<file path="config.mk">
export PLATFORM = sky130hd
export DESIGN_NAME = ram_dp_hs
export DESIGN_NICKNAME = d
export VERILOG_FILES = /design/src/rtl/ram_dp_hs.sv
export SDC_FILE = /design/constraint.sdc
export NUM_CORES = 1
export LEC_CHECK = 0
export ABC_AREA = 1
export BUFFER_PORTS_ARGS = -buffer_cell sky130_fd_sc_hd__buf_2
export CORE_ASPECT_RATIO = 1.5
export CORE_MARGIN = 2
export CORE_UTILIZATION = 67
export DETAILED_ROUTE_END_ITERATION = 6
export PLACE_DENSITY_LB_ADDON = 0.1
export SYNTH_ARGS = -nofsm -noshare
export SYNTH_HDL_FRONTEND = slang
export SYNTH_SLANG_ARGS = --single-unit
</file>
<file path="constraint.sdc">
create_clock -name clock -period 2.95 [get_ports clock]
set_input_delay 0.1475 -clock clock [delete_from_list [all_inputs] [get_ports clock]]
set_output_delay 0.1475 -clock clock [all_outputs]
set_load 0.005 [all_outputs]
</file>
<file path="src/rtl/ram_dp_hs.sv">
// rtl/ram_dp_hs.sv - parametrised simple dual-port RAM with handshakes, lane mask and post-reset clear sweep
//
// Ports:
//   clock       sole clock, rising edge
//   reset       synchronous active-high reset
//   write       write request (accepted when WriteReady is high)
//   WriteAddr   write word address
//   WriteData   write data
//   WriteMask   per-lane write enables, bit i covers WriteData[i*LANE_W +: LANE_W]
//   WriteReady  high when a write can be accepted (RUN state)
//   read        read request (accepted every RUN cycle, no back-pressure)
//   ReadAddr    read word address
//   ReadData    read data, valid while ReadReady is high, held otherwise
//   ReadReady   one-cycle strobe per accepted read, READ_LAT cycles after accept
//   InitDone    high once the block is operational
module ram_dp_hs #(
  parameter int                DATA_W     = 8,
  parameter int                LANE_W     = 8,
  parameter int                ADDR_W     = 4,
  parameter int                READ_LAT   = 1,
  parameter int                INIT_CLEAR = 1,
  parameter logic [DATA_W-1:0] INIT_VALUE = '0
) (
  input  logic                       clock,
  input  logic                       reset,
  input  logic                       write,
  input  logic [ADDR_W-1:0]          WriteAddr,
  input  logic [DATA_W-1:0]          WriteData,
  input  logic [DATA_W/LANE_W-1:0]   WriteMask,
  output logic                       WriteReady,
  input  logic                       read,
  input  logic [ADDR_W-1:0]          ReadAddr,
  output logic [DATA_W-1:0]          ReadData,
  output logic                       ReadReady,
  output logic                       InitDone
);

  localparam int NLANE = DATA_W / LANE_W;
  localparam int DEPTH = 1 << ADDR_W;

  typedef enum logic {INIT, RUN} state_t;

  state_t              state;
  logic [ADDR_W-1:0]   sweep_cnt;
  logic [DATA_W-1:0]   mem [DEPTH];

  logic                wr_acc;
  logic                rd_acc;
  logic                sweep_we;
  logic [DATA_W-1:0]   wr_merged;
  logic [DATA_W-1:0]   rd_word;

  logic                pipe_v [READ_LAT];
  logic [DATA_W-1:0]   pipe_d [READ_LAT];

  // Requests are only honoured in RUN; a request coinciding with reset is dropped.
  assign wr_acc   = (state == RUN) && write && !reset;
  assign rd_acc   = (state == RUN) && read && !reset;
  assign sweep_we = (state == INIT) && (INIT_CLEAR != 0) && !reset;

  // Merge masked lanes of the new data over the currently stored word.
  always_comb begin
    wr_merged = mem[WriteAddr];
    for (int l = 0; l < NLANE; l++) begin
      if (WriteMask[l]) begin
        wr_merged[l*LANE_W +: LANE_W] = WriteData[l*LANE_W +: LANE_W];
      end
    end
  end

  // Write-first: a same-edge write to the read address is forwarded into the read.
  assign rd_word = (wr_acc && (WriteAddr == ReadAddr)) ? wr_merged : mem[ReadAddr];

  // Storage has no reset so contents survive a reset when no sweep is configured.
  always_ff @(posedge clock) begin
    if (sweep_we) begin
      mem[sweep_cnt] <= INIT_VALUE;
    end else if (wr_acc) begin
      mem[WriteAddr] <= wr_merged;
    end
  end

  always_ff @(posedge clock) begin
    if (reset) begin
      state      <= INIT;
      sweep_cnt  <= '0;
      WriteReady <= 1'b0;
      InitDone   <= 1'b0;
    end else begin
      case (state)
        INIT: begin
          // The sweep writes the last address on the same edge that enters RUN.
          if ((INIT_CLEAR == 0) || (sweep_cnt == ADDR_W'(DEPTH - 1))) begin
            state      <= RUN;
            WriteReady <= 1'b1;
            InitDone   <= 1'b1;
          end else begin
            sweep_cnt <= sweep_cnt + 1'b1;
          end
        end
        RUN: begin
          state      <= RUN;
          WriteReady <= 1'b1;
          InitDone   <= 1'b1;
        end
        default: begin
          state      <= INIT;
          WriteReady <= 1'b0;
          InitDone   <= 1'b0;
        end
      endcase
    end
  end

  // Read pipeline: data is captured at accept; each stage only moves data along
  // with a valid token so the final stage holds the last returned word.
  always_ff @(posedge clock) begin
    if (reset) begin
      for (int k = 0; k < READ_LAT; k++) begin
        pipe_v[k] <= 1'b0;
        pipe_d[k] <= '0;
      end
    end else begin
      pipe_v[0] <= rd_acc;
      if (rd_acc) begin
        pipe_d[0] <= rd_word;
      end
      for (int k = 1; k < READ_LAT; k++) begin
        pipe_v[k] <= pipe_v[k-1];
        if (pipe_v[k-1]) begin
          pipe_d[k] <= pipe_d[k-1];
        end
      end
    end
  end

  assign ReadReady = pipe_v[READ_LAT-1];
  assign ReadData  = pipe_d[READ_LAT-1];

endmodule

</file>
==> run metrics, run 1 <==
status=finished, violations left; failing checks=design-rule violations; RSZ-0062 raised after global routing=false; fillers=761; Netlist cell types=24; Peak VDD IR=488 µV; actual slew at the worst max-slew pin=1040 ps; worst-path cell chain=dlygate4sd3_1, buf_2, inv_2, nand3_4, o21ai_1, inv_1, nor2_1, inv_1, nor2_1; WP data required=2990 ps; fin crit share=0.890; Pwr Density=566 nW/µm²; post-CTS setup buffers=0; Vias=6,710; TritonCTS clock tree=done; worst skew pair latency=430 ps; Synth Area per Inst=8.52 µm²; Clock Tree Root=clkbuf_16; Seq/Total Area, Yosys=0.564; Die Ht=134 µm; htree depth=4; Hold WC Path Type=primary input to flop; Synth Register Bits=143; fin util=0.760; clk sinks=143; Total Wirelength=23,300 µm; RePlAce Congestion=1.02; number of vias per cell=6.32; commonest non-fill, non-tap cell in the layout=nand2_1; vias in the first global route=6,368; WS Path Type=primary input to flop; Max Slew Vio Count=0; IO Count=32; Max Cap Viol=0; syn nets=901; Critical-path top delay cell=nor2_1; Gate power share=0.095; main combinational cell family by area after synthesis=simple AND/OR/NAND/NOR gates; Initial Utilization=0.681; total chip power=4.73 mW; initial antenna violation count=0; most utilized layer in the global route result=met2; DR WL/cell=22.0 µm; FF/Latch Area=4220 µm²; met1 usage=0.501; # setup viols final=0; post-synth top area cell=edfxtp_1; Setup crit end kind=flop; Worst-path clk slew=60 ps; Synth Instances=879; drt initial violations=1,234; fin crit period=2620 ps; die area=12,100 µm²; Critical Path AT=2670 ps; number of remaining DRC errors=16; clk buf depth=2; core area=11,000 µm²; Synth Area in Compound Gates=0.0461; Area Overhead vs Synth=11.5%; Leak=3.56 nW; Final nets=923; Routed Antenna Nets=0; DP HPWL=15,600 µm; Post-Synth Simple-Gate Area=0.315; TritonCTS Buffers=17; crit path max fanout=18; Post-Synth Adder-Cell Area=0.00167; YS warnings=0; clock network power share=0.433; largest net degree at the start of global routing=90; post-synthesis mux area share=0; drt first pass iters=7; share of layout cells above drive strength 1=0.107; input/output buffers=31; Worst setup SP type=primary input; GR Layer Usage met2=0.651; Max-slew headroom=0.301; row cnt=47; met3 GRT Util=0.0781; Fin. Hold Viols=0; Internal Power=3.54 mW; most frequent cells in the layout=329 x nand2_1, 171 x nand3_1, 136 x edfxtp_1; setup TNS=0 ps; Die X=90.3 µm; # diodes=0; sequential share of power=0.472; area of the multi-input gates=2740 µm²; Slowest Stage Delay on Critical Path=790 ps; Yosys top cell area share=0.545; grt ovf=0; clk_skew=9.65 ps; Synth area leaders=edfxtp_1 55%, nand2_1 16%, nand3_1 11%; Tot GR Track Use=0.403; Sw Ratio=0.252; Post-Synth XOR/XNOR Area=0.00234; Mapped Area=7490 µm²; NetSw=1.19 mW; fmax=381 MHz; global-route wire length before repair=35,900 µm
==> layer usage <==
metal	vias to the layer above	part of all wire
met5	-	0
li1	2985	-
met4	0	0.075
met1	3043	0.33
met3	118	0.12
met2	564	0.48
==> power groups by stage <==
stage | clock, mW | sequential [mW] | combinational (mW)
3_5_place_dp | 0 | 2.28 | 0.426
4_1_cts | 2.03 | 2.24 | 0.431
6_report | 2.05 | 2.24 | 0.448
2_1_floorplan | 0 | 2.28 | 0.287
3_3_place_gp | 0 | 2.28 | 0.423
5_1_grt | 2.11 | 2.24 | 0.478
==> final cells by class <==
class                   instances  share of cell area
flip-flops and latches        143               0.506
multi-input cells             618               0.328
clock buffers                  22              0.0583
repair buffers                 55              0.0479
inverters                      66              0.0296
well taps                     147              0.0220
clock inverters                10             0.00883
==> flip-flops by register name (all words and copies together) (netlist names) <==
name,flops
sweep_cnt,4
pipe_v,1
pipe_d,8
state,1
mem,128
InitDone,1
==> critical path, delay by kind of cell <==
| kind | cells | cell delay [ps] |
|---|---|---|
| buffers and inverters | 5 | 980 |
| AOI/OAI and AO/OA | 1 | 370 |
| and+or+nand+nor | 3 | 1170 |
==> final timing paths <==
| kind | endpoint | cells past startpoint | slack, ps | startpoint |
|---|---|---|---|---|
| min | pipe_v[0]$_DFF_P_ | 3 | 80 | read |
| max | mem[4][2]$_DFFE_PP_ | 9 | 330 | reset |
| max reg2reg | mem[4][2]$_DFFE_PP_ | 6 | 420 | state$_SDFF_PP0_ |
| min reg2reg | InitDone$_SDFFE_PP0N_ | 2 | 490 | InitDone$_SDFFE_PP0N_ |
==> what timing repair did <==
item | in CTS | in global routing
resized for setup | 0 | 0
hold endpoints to repair | 3 | 0
hold buffers | 1 | 0
==> metrics by stage <==
stage	hold WS [ps]	cells	setup slack [ps]	instance area, µm²
final	82.8	1061	326	8360
after CTS	64.9	1061	380	8360
after global routing	108	1061	185	8360
after detailed placement	421	1028	428	7780
after global placement	408	1028	435	7780
after floorplan	220	879	1190	7490
==> synth_stat cells <==
master	n
buf_4	14
nand3b_2	1
xor2_1	2
buf_2	27
nand2_1	329
nor3_2	1
clkinv_1	4
or2_2	8
inv_2	2
nand3_4	1
buf_1	2
inv_1	60
o211ai_1	24
o21ai_2	2
dfxtp_1	7
clkbuf_1	9
nand3_1	171
nor2_1	49
o21ai_1	2
edfxtp_1	136
a21oi_1	13
ha_1	1
o21ai_0	13
a211oi_1	1
==> logic make-up (layout without fill, tap and decap cells) <==
family	after synthesis	after routing
AO/OA/AOI/OAI	55	55
XOR/XNOR	2	2
adder cells (fa/ha/maj)	1	1
buffers and inverters	118	153
flip-flops	143	143
AND/OR/NAND/NOR	560	560
Power figures use the tool's default switching activity.
==> run 2, diff against run 1 <==
--- a/config.mk
+++ b/config.mk
@@ -9,7 +9,7 @@
 export BUFFER_PORTS_ARGS = -buffer_cell sky130_fd_sc_hd__buf_2
 export CORE_ASPECT_RATIO = 1.5
 export CORE_MARGIN = 2
-export CORE_UTILIZATION = 67
+export CORE_UTILIZATION = 64
 export DETAILED_ROUTE_END_ITERATION = 6
 export PLACE_DENSITY_LB_ADDON = 0.1
 export SYNTH_ARGS = -nofsm -noshare
==> run 2 against run 1 <==
  * Via count up 0.54%
  * The run still ends with design-rule violations left
  * Critical path depth did not move
  * Largest power group unchanged
  * Sequential power about the same
  * Total power up 1.3%
  * Sequential share of layout area shrank 0.20 points
  * Worst hold slack improved by 6.8 ps
==> run metrics, run 2 (same netlist as run 1, synthesis figures left out) <==
status=finished, violations left; failing checks=design-rule violations; Die Ht=137 µm; TritonCTS Buffers=17; setup TNS=0 ps; IO Count=32; uppermost layer routed=met4; pre-CTS setup slack=575 ps; # setup viols final=0; commonest non-fill, non-tap cell in the layout=nand2_1; Peak VDD IR=477 µV; Hold WC Path Type=primary input to flop; clk_skew=10.1 ps; die area=12,600 µm²; row cnt=48; Leak=3.58 nW; number of flip-flops under the largest register name=128; Top reg by flops=mem; Initial Utilization=0.653; input/output buffers=31; met2 wire len=11,600 µm; Tot GR Track Use=0.398; share of layout cells above drive strength 1=0.115; Routed Antenna Nets=0; grt ovf=0; Vias=6,746; Setup crit end kind=flop; initial antenna violation count=0; htree depth=4; fillers=813; Critical Path AT=2550 ps; most frequent cells in the layout=329 x nand2_1, 171 x nand3_1, 136 x edfxtp_1; crit path max fanout=18; fmax=399 MHz; Clock Tree Root=clkbuf_16; fin crit period=2510 ps; Fin. Hold Viols=0; RePlAce Congestion=1.05; RSZ-0062 raised after global routing=false; TritonCTS clock tree=done; WP data required=2990 ps; top flop regs=mem: 128 flops, pipe_d: 8 flops, sweep_cnt: 4 flops; Post-Route M1 WL=8080 µm; actual slew at the worst max-slew pin=1000 ps; Max-slew headroom=0.329; CTS resizes=0; global-route wire length before repair=36,200 µm; Max Cap Viol=0; Die X=92.3 µm; routed wl met3=2840 µm; r2r setup slk=540 ps; number of vias per cell=6.30; Total Wirelength=24,200 µm; Area Overhead vs Synth=12.0%; WS Path Type=primary input to flop; Worst-path clk slew=60 ps; Max Slew Vio Count=0; DR WL/cell=22.6 µm; largest net degree at the start of global routing=90; slack of the critical path=443 ps; worst skew pair latency=430 ps; # diodes=0; drt first pass iters=7; DP HPWL=16,000 µm; core area=11,500 µm²; total chip power=4.79 mW; Final nets=930; Worst setup SP type=primary input; number of remaining DRC errors=14; clk sinks=143; vias in the first global route=6,333; fin crit share=0.850; Pwr Density=571 nW/µm²; clk buf depth=2; drt initial violations=1,100
[run 2: critical path: stages]
cell and delay [ps]:
dlygate4sd3_1 530, buf_2 170, inv_2 110, nand3_4 230
o21ai_1 280, inv_1 80, nor2_1 130, nand2_1 100
nor2_1 770
[run 2: per-stage QoR]
| step | hold slack, ps | utilization | std cells | area [µm²] |
|---|---|---|---|---|
| 6_report | 89.6 | 0.731 | 1071 | 8390 |
| 5_1_grt | 81.4 | 0.731 | 1071 | 8390 |
| 3_3_place_gp | 411 | 0.679 | 1038 | 7790 |
| 4_1_cts | 81.1 | 0.731 | 1071 | 8390 |
| 3_5_place_dp | 431 | 0.679 | 1038 | 7790 |
| 2_1_floorplan | 220 | - | 879 | 7490 |
[run 2: final timing paths]
path / cells past startpoint / start / endpoint
min reg2reg: 2 / sweep_cnt[1]$_SDFFE_PP0P_ / sweep_cnt[1]$_SDFFE_PP0P_
max reg2reg: 6 / state$_SDFF_PP0_ / mem[13][1]$_DFFE_PP_
max: 9 / reset / mem[13][1]$_DFFE_PP_
min: 3 / read / pipe_v[0]$_DFF_P_
[run 2: final cells by class]
class                           instances  area, µm²  share of cell area
Clock buffer                           18        429              0.0512
Clock inverter                         14        159              0.0189
Inverter                               66        248              0.0295
Multi-Input combinational cell        618       2740               0.326
Sequential cell                       143       4220               0.504
Tap cell                              150        188              0.0224
Timing Repair Buffer                   62        403              0.0480
[run 2: timing repair]
action | in CTS | in global routing
endpoints found under the hold margin | 1 | 0
buffers inserted | 0 | 0
hold buffers | 1 | 0
[run 2: report_power, final]
group	switching, mW	total, mW	internal [mW]
clock network	0.858	2.11	1.26
logic	0.316	0.442	0.127
registers	0.0128	2.24	2.22
total	1.19	4.79	3.61
[run 2: metal layers]
metal | vias to the layer above | track usage
met2 | 558 | 0.644
met5 | - | 0
met4 | 0 | 0.255
met1 | 3072 | 0.490
met3 | 124 | 0.0787
li1 | 2992 | -
